File: src/rtl/sync_fifo.sv
// Parametrised single-clock FIFO: circular buffer, first-word-fall-through output, occupancy flags.
// Define SYNC_FIFO_ERR_FLAGS_EN to build the sticky overflow/underflow flags; otherwise they read 0.
module sync_fifo #(
    parameter int unsigned DATA_WIDTH       = 32,
    parameter int unsigned DEPTH            = 8,
    parameter int unsigned ALMOST_FULL_THR  = DEPTH - 2,
    parameter int unsigned ALMOST_EMPTY_THR = 2
) (
    input  logic                    clk,
    input  logic                    reset,
    input  logic                    push,
    input  logic [DATA_WIDTH-1:0]   data_in,
    input  logic                    pop,
    output logic [DATA_WIDTH-1:0]   data_out,
    output logic                    fifo_full,
    output logic                    fifo_empty,
    output logic                    almost_full,
    output logic                    almost_empty,
    output logic [$clog2(DEPTH):0]  count,
    output logic                    overflow,
    output logic                    underflow
);

    localparam int unsigned PTR_W = $clog2(DEPTH);
    localparam int unsigned CNT_W = PTR_W + 1;

    logic [DATA_WIDTH-1:0] mem_q [DEPTH];
    logic [PTR_W-1:0]      wr_ptr_q, wr_ptr_d;
    logic [PTR_W-1:0]      rd_ptr_q, rd_ptr_d;
    logic [CNT_W-1:0]      count_q, count_d;
    logic                  wr_en, rd_en;

    // Status decodes depend only on the count register.
    assign fifo_full    = (count_q == CNT_W'(DEPTH));
    assign fifo_empty   = (count_q == '0);
    assign almost_full  = (count_q >= CNT_W'(ALMOST_FULL_THR));
    assign almost_empty = (count_q <= CNT_W'(ALMOST_EMPTY_THR));
    assign count        = count_q;
    assign data_out     = fifo_empty ? '0 : mem_q[rd_ptr_q];

    assign wr_en = push & ~fifo_full;
    assign rd_en = pop & ~fifo_empty;

    always_comb begin
        wr_ptr_d = wr_ptr_q;
        rd_ptr_d = rd_ptr_q;
        count_d  = count_q;
        if (wr_en) wr_ptr_d = wr_ptr_q + PTR_W'(1);
        if (rd_en) rd_ptr_d = rd_ptr_q + PTR_W'(1);
        case ({wr_en, rd_en})
            2'b10:   count_d = count_q + CNT_W'(1);
            2'b01:   count_d = count_q - CNT_W'(1);
            default: count_d = count_q;
        endcase
    end

    always_ff @(posedge clk) begin
        if (reset) begin
            wr_ptr_q <= '0;
            rd_ptr_q <= '0;
            count_q  <= '0;
        end else begin
            wr_ptr_q <= wr_ptr_d;
            rd_ptr_q <= rd_ptr_d;
            count_q  <= count_d;
        end
    end

    // Storage carries no reset; stale words are masked by the empty decode.
    always_ff @(posedge clk) begin
        if (wr_en && !reset) mem_q[wr_ptr_q] <= data_in;
    end

`ifdef SYNC_FIFO_ERR_FLAGS_EN
    logic overflow_q, underflow_q;

    always_ff @(posedge clk) begin
        if (reset) begin
            overflow_q  <= 1'b0;
            underflow_q <= 1'b0;
        end else begin
            if (push && fifo_full)  overflow_q  <= 1'b1;
            if (pop  && fifo_empty) underflow_q <= 1'b1;
        end
    end

    assign overflow  = overflow_q;
    assign underflow = underflow_q;
`else
    assign overflow  = 1'b0;
    assign underflow = 1'b0;
`endif

endmodule

File: config.mk
export PLATFORM = sky130hd
export DESIGN_NAME = sync_fifo
export DESIGN_NICKNAME = d
export VERILOG_FILES = /design/src/rtl/sync_fifo.sv
export SDC_FILE = /design/constraint.sdc
export NUM_CORES = 1
export LEC_CHECK = 0
export ABC_AREA = 1
export BUFFER_PORTS_ARGS = -buffer_cell sky130_fd_sc_hd__buf_2
export CAP_MARGIN = 5
export CORE_UTILIZATION = 52
export CTS_BUF_LIST = sky130_fd_sc_hd__clkbuf_16
export CTS_CLUSTER_SIZE = 40
export DETAILED_ROUTE_END_ITERATION = 7
export PLACE_DENSITY = 0.73
export RECOVER_POWER = 25
export SYNTH_ARGS = -nofsm -noshare
export SYNTH_HDL_FRONTEND = slang
export SYNTH_SLANG_ARGS = --single-unit
File: constraint.sdc
create_clock -name clk -period 2.7 [get_ports clk]
set_input_delay 0.405 -clock clk [delete_from_list [all_inputs] [get_ports clk]]
set_output_delay 0.405 -clock clk [all_outputs]
set_load 0.01 [all_outputs]
### Word-level counts from Yosys, hierarchy flattened

Memories as Yosys holds them, arrays and structs flattened. A register that Yosys moved wholly into a read port is not among the register bits.
Cells that the tools add are included.

| word-level totals | value |
|---|---|
| register bits after elaboration | 10 |
| memory bits (writable) | 256 |
| word-level logic and storage cells | 27 |
| memories kept | 1 |

| cells by class | value |
|---|---|
| $add $sub $neg | 4 |
| magnitude comparators | 2 |
| equal/unequal tests | 3 |
| muxes and demuxes | 6 |
| bitwise logic cells | 4 |
| reductions and logical operators | 4 |

Memories:

| name | depth | width | rd ports | clocked after Yosys merged registers in | wr ports | line | source |
|---|---|---|---|---|---|---|---|
| mem_q | 8 | 32 | 1 | 1 | 1 | 27 | `logic [DATA_WIDTH-1:0] mem_q [DEPTH];` |

Operator list:

| kind | number |
|---|---|
| $mux W32 | 1 |
| $pmux W4 S2 | 1 |
| $add A3 B1 Y3 const B | 2 |
| $mux W3 | 2 |
| $add A4 B1 Y4 const B | 1 |
| $eq A4 B4 Y1 const B | 1 |
| $ge A4 B3 Y1 const B | 1 |
| $le A4 B2 Y1 const B | 1 |
| $logic_not A4 Y1 | 1 |
| $sub A4 B1 Y4 const B | 1 |
| $and A1 B1 Y1 | 2 |
| $eq A2 B1 Y1 const B | 1 |
| $eq A2 B2 Y1 const B | 1 |
| $mux W1 | 2 |
| $not A1 Y1 | 2 |
| $reduce_bool A2 Y1 | 1 |
| $logic_and A1 B1 Y1 | 1 |
| $logic_not A1 Y1 | 1 |

### Logic depth before layout (Yosys ltp)

Gate-level depths: netlist (run 1).

| logic depth | value |
|---|---|
| depth after elaboration | 6 |
| depth in mapped cells | 13 |
| depth with buffers taken out | 13 |

### Worst setup path after synthesis (run 1)

OpenSTA, ideal clock, no wires.

| timing | value |
|---|---|
| path kind | register to register |
| start | register count_q[0], in the netlist count[0] |
| end | memory mem_q[0][0], enable pin |
| arrival | 2.263 ns |
| path slack | 0.016 ns |
| stages on the path, launching flop included | 7 |
| path buffers | 0 |
| path through | dfxtp_1 nor2_1 nand3_1 nand2_1 inv_1 nand2_1 nor2_1 |

| on the way | value |
|---|---|
| word-level cells in the longest chain between the ends | 6 |

RTL lines:

| item | line | source |
|---|---|---|
| start: declaration | 30 | `logic [CNT_W-1:0] count_q, count_d;` |
| start signal: assignment | 65 | `count_q <= count_d;` |
| $eq A4 B4 Y1 | 34 | `assign fifo_full = (count_q == CNT_W'(DEPTH));` |
| $not A1 Y1 | 41 | `assign wr_en = push & ~fifo_full;` |
| $and A1 B1 Y1 | 41 |  |
| $logic_and A1 B1 Y1 | 71 | `if (wr_en && !reset) mem_q[wr_ptr_q] <= data_in;` |
| $mux W1 | 71 |  |
| $mux W1 (not written as such) | 71 |  |
| end: declaration | 27 |  |

No other way between the ends.

==> impl_results.md, run 1 <==
- Crit path DAT: about 2.1 ns
- Setup TNS: 0 ns
- Synth area leader: edfxtp_1
- IO Count: 78
- Layout area overhead: 15.3%
- Share of cells above drive strength 1: 10.8%
- Endpoints failing setup: 0
- Number of warnings issued by yosys: 0
- Worst reg2reg path depth: 5
- Cts hold-fix bufs: 0
- WP buf/inv: 3
- Post-layout minimum cycle time: 2.54 ns
- GRT Util Overall: 21.3%
- Cells resized by post-CTS repair: 0
- Crit-path max FO: 64
- Synth top area cells: edfxtp_1 (67%), nand2_1 (15%), inv_1 (4.7%), nand3_1 (4.5%), nor2_1 (2.7%)
- Clk Latency, worst-skew pair: about 0.54 ns
- CTS tree: done
- Worst hold path stage count: 2
- Hpwl dp: 13.1 mm
- Outcome: finished clean
- Final Non-Filler Cells: roughly 1500
- Initial antenna violation count: 1
- WL/cell: between 15 and 20 um
- Register area share after synthesis: 68.9%
- Drt first pass iters: 4
- Worst Skew: approximately 0.012 ns
- Port Buffers: 75
- Power per cell area: 929 nW/um2
- Slowest stage delay, CP: approximately 0.51 ns
- Final wirelength: 23.6 mm
- Postcts setup bufs: 0
- Max Buffers Root-to-Sink: 3
- CP required: between 2 and 2.5 ns
- RSZ-0062 raised after global routing: no
- Die Area: ~23000 um2
- H-tree levels: 1
- Finished Core Util: 61.0%
- Min-delay worst type: in -> reg
- Die Wd: 151 um
- Die Height: 151 um
- Cell family with most CP delay: buffers and inverters
- Root Buffer: clkbuf_16
- #FFs+latches synth: around 270
- Max Cap Violations: 0
- Final Cycle Share: 94.0%
- Clk sinks: 269
- Final Max Slew Viols: 0
- Final Hold Fails: 0
- Placed cell count: 1481
- Stages on the worst setup path: 8
- Worst setup EP type: output pin
- Static leakage: 5.82 nW
- Routability cong.: a little over 0.8
- Largest net degree at the start of global routing: 82
- CP Class: reg -> out
- Total core area: roughly 22000 um2
- Cell Area, Synth: 11500 um2
- Detailed-route vias per instance: around 5
- Reg2reg setup slack: 0.67 ns
- Post-route ant nets: 0
- CP cell instances: clkinv_2 -> buf_12 -> nand2_1 -> nand3_1 -> nand3_1 -> nand2_1 -> nor2_1 -> buf_2
- Count of cell types in the netlist: 20
- Initial DRC Count: 613
- Reg clk slew, reported paths: 0.06 ns
- Max Clk Rate: 0.394 GHz
- Number of buffers created by CTS: 28
- CP max-delay cell: dfxtp_4
- Layout Nets: 1273
- Worst IR drop on VDD: 0.616 mV
- Rows: between 50 and 60
- Synthesized area per cell: 10.0 um2
- Mapped Cells: 1152
- Starting Density: 52.9%
- Grt ovf: 0
- Synth top area share: approximately 67%
- First-pass GRT wire length: 37.4 mm
- Vias after detailed routing: 7734
- Post-layout total power: roughly 12 mW
- Vias in the first global route: approximately 7300
- Slew HR: 64.0%
- DRC: 0
- Worst Tran Pin Value: 0.540 ns
- Crit path launch type: flop
cells by family after synthesis:
group                    after synthesis  synth area share, %
flip-flops                           269                 68.9
buffers and inverters                201                 7.07
XOR/XNOR                               2                0.152
adder cells (fa/ha/maj)                6                0.715
AO/OA/AOI/OAI                         14                0.607
AND/OR/NAND/NOR                      659                 22.6
other                                  1               0.0325
through the flow:
stage               area (um2)  hold WS [ns]  setup slack, ns
finish                   13300         0.118            0.163
global route             13300         0.128          0.00965
CTS                      13300        0.0984            0.154
detailed placement       12400         0.486            0.675
global placement         12400         0.489            0.713
floorplan                11500         0.460           0.0163
final timing paths:
path	from	endpoint
setup reg to reg	count[0]$_SDFFE_PP0P_	mem_q[7][15]$_DFFE_PP_
hold / removal	reset	wr_ptr_q[2]$_SDFFE_PP0P_
setup / recovery	flop	data_out[16]
hold reg to reg	rd_ptr_q[2]$_SDFFE_PP0P_	flop
registers in the layout (all words and copies together), names as in the netlist, named ones only:
register	flops
count	4
wr_ptr_q	3
rd_ptr_q	3
mem_q	256
where the power goes:
| group | switching, mW | internal [mW] | total (mW) |
|---|---|---|---|
| Sequential | 0.114 | 4.76 | 4.87 |
| Combinational | 2.35 | 1.16 | 3.51 |
| Clock | 1.49 | 2.50 | 3.99 |
| Total | 3.96 | 8.41 | 12.4 |
cell usage in the layout, fill, tap and decap left out, drive strengths merged:
| cell | synthesis | final |
|---|---|---|
| clkinvlp | 0 | 1 |
| fa | 1 | 1 |
| edfxtp | 256 | 256 |
| nand2 | 471 | 471 |
| dfxtp | 13 | 13 |
| conb | 1 | 2 |
| xnor2 | 1 | 1 |
| bufinv | 0 | 6 |
| a21oi | 7 | 7 |
| or2 | 1 | 1 |
| buf | 50 | 81 |
| clkinv | 1 | 11 |
| inv | 147 | 150 |
| o21ai | 7 | 7 |
| ha | 5 | 5 |
| nor2 | 84 | 84 |
| diode | 0 | 1 |
| xor2 | 1 | 1 |
| clkbuf | 3 | 49 |
| nand3 | 103 | 103 |
synthesized netlist by cell type, drive strengths merged:
cell type    n
nand2      471
edfxtp     256
inv        147
nand3      103
nor2        84
buf         50
dfxtp       13
a21oi        7
o21ai        7
ha           5
clkbuf       3
clkinv       1
conb         1
fa           1
or2          1
xnor2        1
xor2         1
routing by layer:
metal / routed length, um / vias to the layer above / GRT usage, %
met5: 0 / - / 0
met4: 612 / 0 / 7.20
met3: 1580 / 58 / 3.31
met2: 11500 / 235 / 35.7
met1: 9910 / 3606 / 28.4
li1: - / 3835 / -
cell type report:
cell class                      count  area, um2
Fill cell                        1706       8520
Sequential cell                   269       7950
Multi-Input combinational cell    683       2840
Clock buffer                       29        726
Timing Repair Buffer              101        633
Inverter                          148        557
Tap cell                          280        350
Clock inverter                     20        241
Antenna cell                        1       2.50
(Power assumes the default switching activity.)
==> inputs of run 2 (changes only) <==
--- a/config.mk
+++ b/config.mk
@@ -8,6 +8,7 @@
 export ABC_AREA = 1
 export BUFFER_PORTS_ARGS = -buffer_cell sky130_fd_sc_hd__buf_2
 export CAP_MARGIN = 5
+export CORE_MARGIN = 3
 export CORE_UTILIZATION = 52
 export CTS_BUF_LIST = sky130_fd_sc_hd__clkbuf_16
 export CTS_CLUSTER_SIZE = 40
==> run 2 against run 1 <==
Clock skew down 0.0037 ns; combinational power down 2%; register-to-register slack worse by 0.12 ns; first-iteration DRC count grew 3.9%; clock power is 4% lower; critical path type unchanged; critical endpoint is now data_out[2]; highest routed layer is now met5.
==> impl_results.md, run 2 (synthesis results as in run 1) <==
- Outcome: finished clean
- Crit path DAT: 2.13 ns (about the same)
- WL/cell: 15.5 um (+0.40%)
- CP Class: reg -> out
- Post-route ant nets: 0 (unchanged)
- RSZ-0062 raised after global routing: no
- Endpoints failing setup: 0 (unchanged)
- Crit path launch type: flop
- Power per cell area: 919 nW/um2 (-1.1%)
- Hpwl dp: 13.6 mm (+3.7%)
- Most common cell after layout, fill and taps aside: nand2_1
- Root Buffer: clkbuf_16
- M1 GR Usage: 26.1% (-2.4 points)
- Final Non-Filler Cells: 1522 (-0.59%)
- Max Cap Violations: 0 (unchanged)
- IO Count: 78 (unchanged)
- Cts hold-fix bufs: 0 (unchanged)
- Share of cells above drive strength 1: 10.3% (-0.46 points)
- Setup TNS: 0 ns (unchanged)
- Post-layout total power: 12.2 mW (-1.6%)
- Hold Crit Start: reset
- GRT Max-Usage Layer: met2
- Final Hold Fails: 0 (unchanged)
- Reg clk slew, reported paths: 0.06 ns (about the same)
- Port Buffers: 75 (unchanged)
- Starting Density: 53.9% (+1.0 points)
- Slew HR: 61.6% (-2.4 points)
- Total core area: 21400 um2 (-1.9%)
- Die Wd: 155 um (+2.6%)
- Max Buffers Root-to-Sink: 3 (unchanged)
- CP required: 2.30 ns (about the same)
- Post-layout minimum cycle time: 2.54 ns (+0.000979 ns)
- Finished Core Util: 61.8% (+0.84 points)
- Crit-path max FO: 73 (+14%)
- Reg2Reg Launch Point: count[0]$_SDFFE_PP0P_
- Max reg flops: 256 (unchanged)
- Worst hold path stage count: 2 (unchanged)
- GRT Util Overall: 19.8% (-1.5 points)
- Initial DRC Count: 637 (+3.9%)
- Initial antenna violation count: 1 (unchanged)
- Worst Skew: 0.00785 ns (-0.00366 ns)
- DRC: 0 (unchanged)
- H-tree levels: 1 (unchanged)
- Die Area: 24000 um2 (+5.4%)
- Clk Latency, worst-skew pair: 0.53 ns (about the same)
- Number of buffers created by CTS: 28 (unchanged)
- FILL cells: 1704 (-0.12%)
- Largest register by flop count: mem_q
- Clk sinks: 269 (unchanged)
- Grt ovf: 0 (unchanged)
- Min-delay worst type: in -> reg
- Reg2reg setup slack: 0.55 ns (-0.12 ns)
- Final wirelength: 23.6 mm (-0.19%)
- Worst reg2reg path depth: 7 (+2)
- Final Cycle Share: 94.0% (about the same)
- Worst Tran Pin Value: 0.575 ns (+0.0353 ns)
- Detailed-route vias per instance: 5.03 (-0.48%)
- M3 GR Usage: 3.20% (-0.11 points)
- Placed cell count: 1470 (-0.74%)
- Static leakage: 5.76 nW (-1.0%)
- Final Max Slew Viols: 0 (unchanged)
- Cells resized by post-CTS repair: 0 (unchanged)
- WHS Endpoint: wr_ptr_q[2]$_SDFFE_PP0P_
- Layout Nets: 1267 (-0.47%)
- Vias in the first global route: 7675 (+4.8%)
- Largest net degree at the start of global routing: 74 (-9.8%)
- Max Clk Rate: 0.394 GHz (about the same)
- Diodes inserted: 0 (-1)
- Worst setup EP type: output pin
- R2r endpoint: mem_q[2][13]$_DFFE_PP_
- Routability cong.: 0.762 (-5.7%)
- First-pass GRT wire length: 38.6 mm (+3.3%)
- Layout area overhead: 14.7%
- Die Height: 155 um (+2.6%)
- Routing usage on met2: 34.8% (-0.94 points)
- Drt first pass iters: 5 (+1)
- CTS tree: done
- Rows: 53 (-1.9%)
- Most frequent cells in the layout: nand2_1 (471), edfxtp_1 (256), inv_1 (149)
- Postcts setup bufs: 0 (unchanged)
- Worst IR drop on VDD: 0.599 mV (-2.8%)
- Vias after detailed routing: 7652 (-1.1%)
-- run 2: layout make-up --
type                       instances  area, um2  share of cell area [%]
sequential                       269       7950                    60.1
timing repair buffer              95        601                    4.54
clock buffer                      29        726                    5.48
clock inverter                    23        214                    1.62
inverter                         148        557                    4.21
tap                              275        344                    2.60
multi-input combinational        683       2850                    21.5
-- run 2: through the flow --
stage	hold slack (ns)	setup WS [ns]	cell area [um2]
after global routing	0.104	0.00636	13200
final	0.113	0.162	13200
after detailed placement	0.487	0.542	12300
after CTS	0.0892	0.0747	13300
after global placement	0.488	0.643	12300
after floorplan	0.460	0.0163	11500
-- run 2: how the worst max path moves through the flow --
stage                              to
2_1_floorplan   mem_q[0][0]$_DFFE_PP_
3_3_place_gp    mem_q[3][8]$_DFFE_PP_
3_5_place_dp   mem_q[2][15]$_DFFE_PP_
4_1_cts                   data_out[2]
5_1_grt                   data_out[3]
6_report                  data_out[2]
-- run 2: per-layer routing --
layer	routed length, um	part of all wire, %	up-vias
li1	-	-	3820
met1	9640	41	3577
met2	12000	51	219
met3	1550	6.6	34
met4	380	1.6	2
met5	13	0.055	-
-- run 2: where the power goes --
group	leakage [nW]	switching, mW	internal [mW]	total [mW]
combinational	2.88	2.30	1.15	3.45
clock	0.459	1.53	2.32	3.85
sequential	2.42	0.116	4.76	4.87
total	5.76	3.95	8.22	12.2
-- run 2: critical path, cell delays in order (launching register included) --
cell and delay, ns:
dfxtp_4 0.54, clkinv_2 0.16, buf_12 0.25, nand2_1 0.09, nand3_1 0.06, nand3_1 0.10, nand2_1 0.05, nor2_1 0.18
buf_2 0.17
==> inputs of run 3 (changes only) <==
--- a/config.mk
+++ b/config.mk
@@ -13,7 +13,7 @@
 export CTS_BUF_LIST = sky130_fd_sc_hd__clkbuf_16
 export CTS_CLUSTER_SIZE = 40
 export DETAILED_ROUTE_END_ITERATION = 7
-export PLACE_DENSITY = 0.73
+export PLACE_DENSITY = 0.7
 export RECOVER_POWER = 25
 export SYNTH_ARGS = -nofsm -noshare
 export SYNTH_HDL_FRONTEND = slang
==> constraint.sdc (replaced) <==
create_clock -name clk -period 2.9 [get_ports clk]
set_input_delay 0.435 -clock clk [delete_from_list [all_inputs] [get_ports clk]]
set_output_delay 0.435 -clock clk [all_outputs]
set_load 0.01 [all_outputs]
==> run 3 against run 2 <==
Final area is essentially flat; setup slack gained 0.012 ns; hold slack better by 0.032 ns; clock power shrank 10%; flip-flop and latch count is the same; die area did not move; via count grew 0.74%; global-route usage is 0.69 points higher; critical path depth is the same; largest cell class unchanged.
==> impl_results.md, run 3 (synthesis results as in run 1) <==
- Outcome: finished clean
- Endpoints failing setup: 0 (unchanged)
- FILL cells: 1756 (+3.1%)
- Die Wd: 155 um (unchanged)
- Cts hold-fix bufs: 0 (unchanged)
- Clk Latency, worst-skew pair: 0.53 ns (about the same)
- Worst reg2reg path depth: 7 (unchanged)
- Total core area: 21400 um2 (unchanged)
- CP Class: reg -> out
- Postcts setup bufs: 0 (unchanged)
- Most frequent cells in the layout: nand2_1 (471), edfxtp_1 (256), inv_1 (152)
- Detailed-route vias per instance: 5.07 (+0.81%)
- Static leakage: 5.77 nW (+0.30%)
- H-tree levels: 1 (unchanged)
- Reg2Reg Launch Point: count[0]$_SDFFE_PP0P_
- WHS Endpoint: wr_ptr_q[2]$_SDFFE_PP0P_
- Worst Tran Pin Value: 0.649 ns (+0.0742 ns)
- Hold Crit Start: reset
- GRT Util Overall: 20.5% (+0.69 points)
- Setup TNS: 0 ns (unchanged)
- Final Max Slew Viols: 0 (unchanged)
- Max Buffers Root-to-Sink: 3 (unchanged)
- Root Buffer: clkbuf_16
- Layout Nets: 1267 (unchanged)
- First-pass GRT wire length: 39.5 mm (+2.3%)
- Reg2reg setup slack: 0.65 ns (+0.10 ns)
- Final Cycle Share: between 90% and 100%
- Min-delay worst type: in -> reg
- Final Worst Setup Slack: 0.174 ns (+0.0125 ns)
- Routability cong.: 0.787 (+3.2%)
- Post-layout minimum cycle time: around 2.7 ns
- Max Cap Violations: 0 (unchanged)
- Diodes inserted: 0 (unchanged)
- Max Clk Rate: 0.367 GHz
- Worst setup EP type: output pin
- Cells resized by post-CTS repair: 0 (unchanged)
- Vias in the first global route: 7584 (-1.2%)
- Die Height: 155 um (unchanged)
- Grt ovf: 0 (unchanged)
- Vias after detailed routing: 7709 (+0.74%)
- DRC: 0 (unchanged)
- Initial antenna violation count: 2 (+1)
- IO Count: 78 (unchanged)
- Final wirelength: 24.6 mm (+4.5%)
- Drt first pass iters: 4 (-1)
- Crit path launch type: flop
- Port Buffers: 75 (unchanged)
- Initial DRC Count: 649 (+1.9%)
- Power per cell area: 853 nW/um2 (-7.1%)
- RSZ-0062 raised after global routing: no
- Reg clk slew, reported paths: 0.06 ns (about the same)
- Worst Skew: 0.00827 ns (+0.000422 ns)
- Max reg flops: 256 (unchanged)
- Die Area: 24000 um2 (unchanged)
- Largest register by flop count: mem_q
- Post-route ant nets: 0 (unchanged)
- Largest net degree at the start of global routing: 129 (+74%)
- CP max-delay cell: clkinv_2
- Crit path DAT: 2.29 ns (+0.16 ns)
- Rows: 53 (unchanged)
- Final Hold Fails: 0 (unchanged)
- Slew HR: 56.6% (-5.0 points)
- Layout area overhead: 14.8% (about the same)
- Crit-path max FO: 44 (-40%)
- R2r endpoint: mem_q[6][1]$_DFFE_PP_
- Slowest stage delay, CP: 0.41 ns (-0.13 ns)
- CP cell instances: clkinv_2 -> buf_12 -> nand2_1 -> nand3_1 -> nand3_1 -> nand2_1 -> nor2_1 -> buf_2
- Setup WS pre-CTS: 0.637 ns (+0.0948 ns)
- Hpwl dp: 13.6 mm (about the same)
- CTS tree: done
- Most common cell after layout, fill and taps aside: nand2_1
- Worst hold path stage count: 2 (unchanged)
- Number of buffers created by CTS: 27 (-3.6%)
- WL/cell: 16.2 um (+4.5%)
- Clk sinks: 269 (unchanged)
- Starting Density: 53.9% (unchanged)
- Worst IR drop on VDD: 0.581 mV (-3.0%)
- CP required: 2.47 ns (+0.17 ns)
- Share of cells above drive strength 1: 10.0% (-0.31 points)
## run 3: cell count changes in the layout (fill, tap and decap cells not counted), moves of 2 or more
cell and change:
clkinvlp_4 -3, buf_12 +7, clkbuf_16 -2, clkinv_2 +2, buf_6 -2, inv_1 +3, buf_2 -2, clkbuf_1 +2
clkinv_1 -3, buf_4 -3
## run 3: layout make-up
type | count | area, um2 | share of cell area, %
Sequential cell | 269 | 7950 | 60.0
Multi-Input combinational cell | 683 | 2840 | 21.5
Clock buffer | 27 | 676 | 5.10
Timing Repair Buffer | 96 | 666 | 5.02
Inverter | 148 | 557 | 4.20
Tap cell | 275 | 344 | 2.60
Clock inverter | 23 | 210 | 1.59
## run 3: worst max path at each step
stage / startpoint / end / slack [ns]
floorplan: count[0]$_SDFFE_PP0P_ / mem_q[0][0]$_DFFE_PP_ / 0.22
global placement: count[0]$_SDFFE_PP0P_ / mem_q[6][9]$_DFFE_PP_ / 0.74
detailed placement: count[0]$_SDFFE_PP0P_ / mem_q[6][7]$_DFFE_PP_ / 0.64
CTS: flop / data_out[1] / 0.11
global route: flop / data_out[1] / 0.009
finish: flop / data_out[6] / 0.17
## run 3: power by group
group	switching, mW	internal [mW]	leakage (nW)
sequential	0.0804	4.43	2.42
combinational	2.25	1.09	2.90
clock	1.41	2.05	0.457
## run 3: metal layers
metal | GRT usage, % | vias up | wire (um)
li1 | - | 3824 | -
met1 | 27.2 | 3640 | 10400
met2 | 35.4 | 194 | 12300
met3 | 2.92 | 47 | 1340
met4 | 6.10 | 4 | 568
met5 | 0 | - | 23
## run 3: worst max-delay path: cells and delay by family (launching register included)
kind / cells / cell delay (ns)
AND/OR/NAND/NOR: 5 / 0.45
buffers and inverters: 3 / 0.93
flip-flops: 1 / 0.36
## run 3: stage by stage
stage / cells / hold slack (ns) / total power, mW / util, % / cell area (um2)
floorplan: 1153 / 0.460 / 6.75 / - / 11500
global placement: 1471 / 0.474 / 7.88 / 57.9 / 12400
detailed placement: 1471 / 0.481 / 7.94 / 57.9 / 12400
CTS: 1521 / 0.118 / 11.4 / 62.0 / 13300
global route: 1521 / 0.138 / 12.0 / 61.9 / 13200
finish: 1521 / 0.145 / 11.3 / 61.9 / 13200
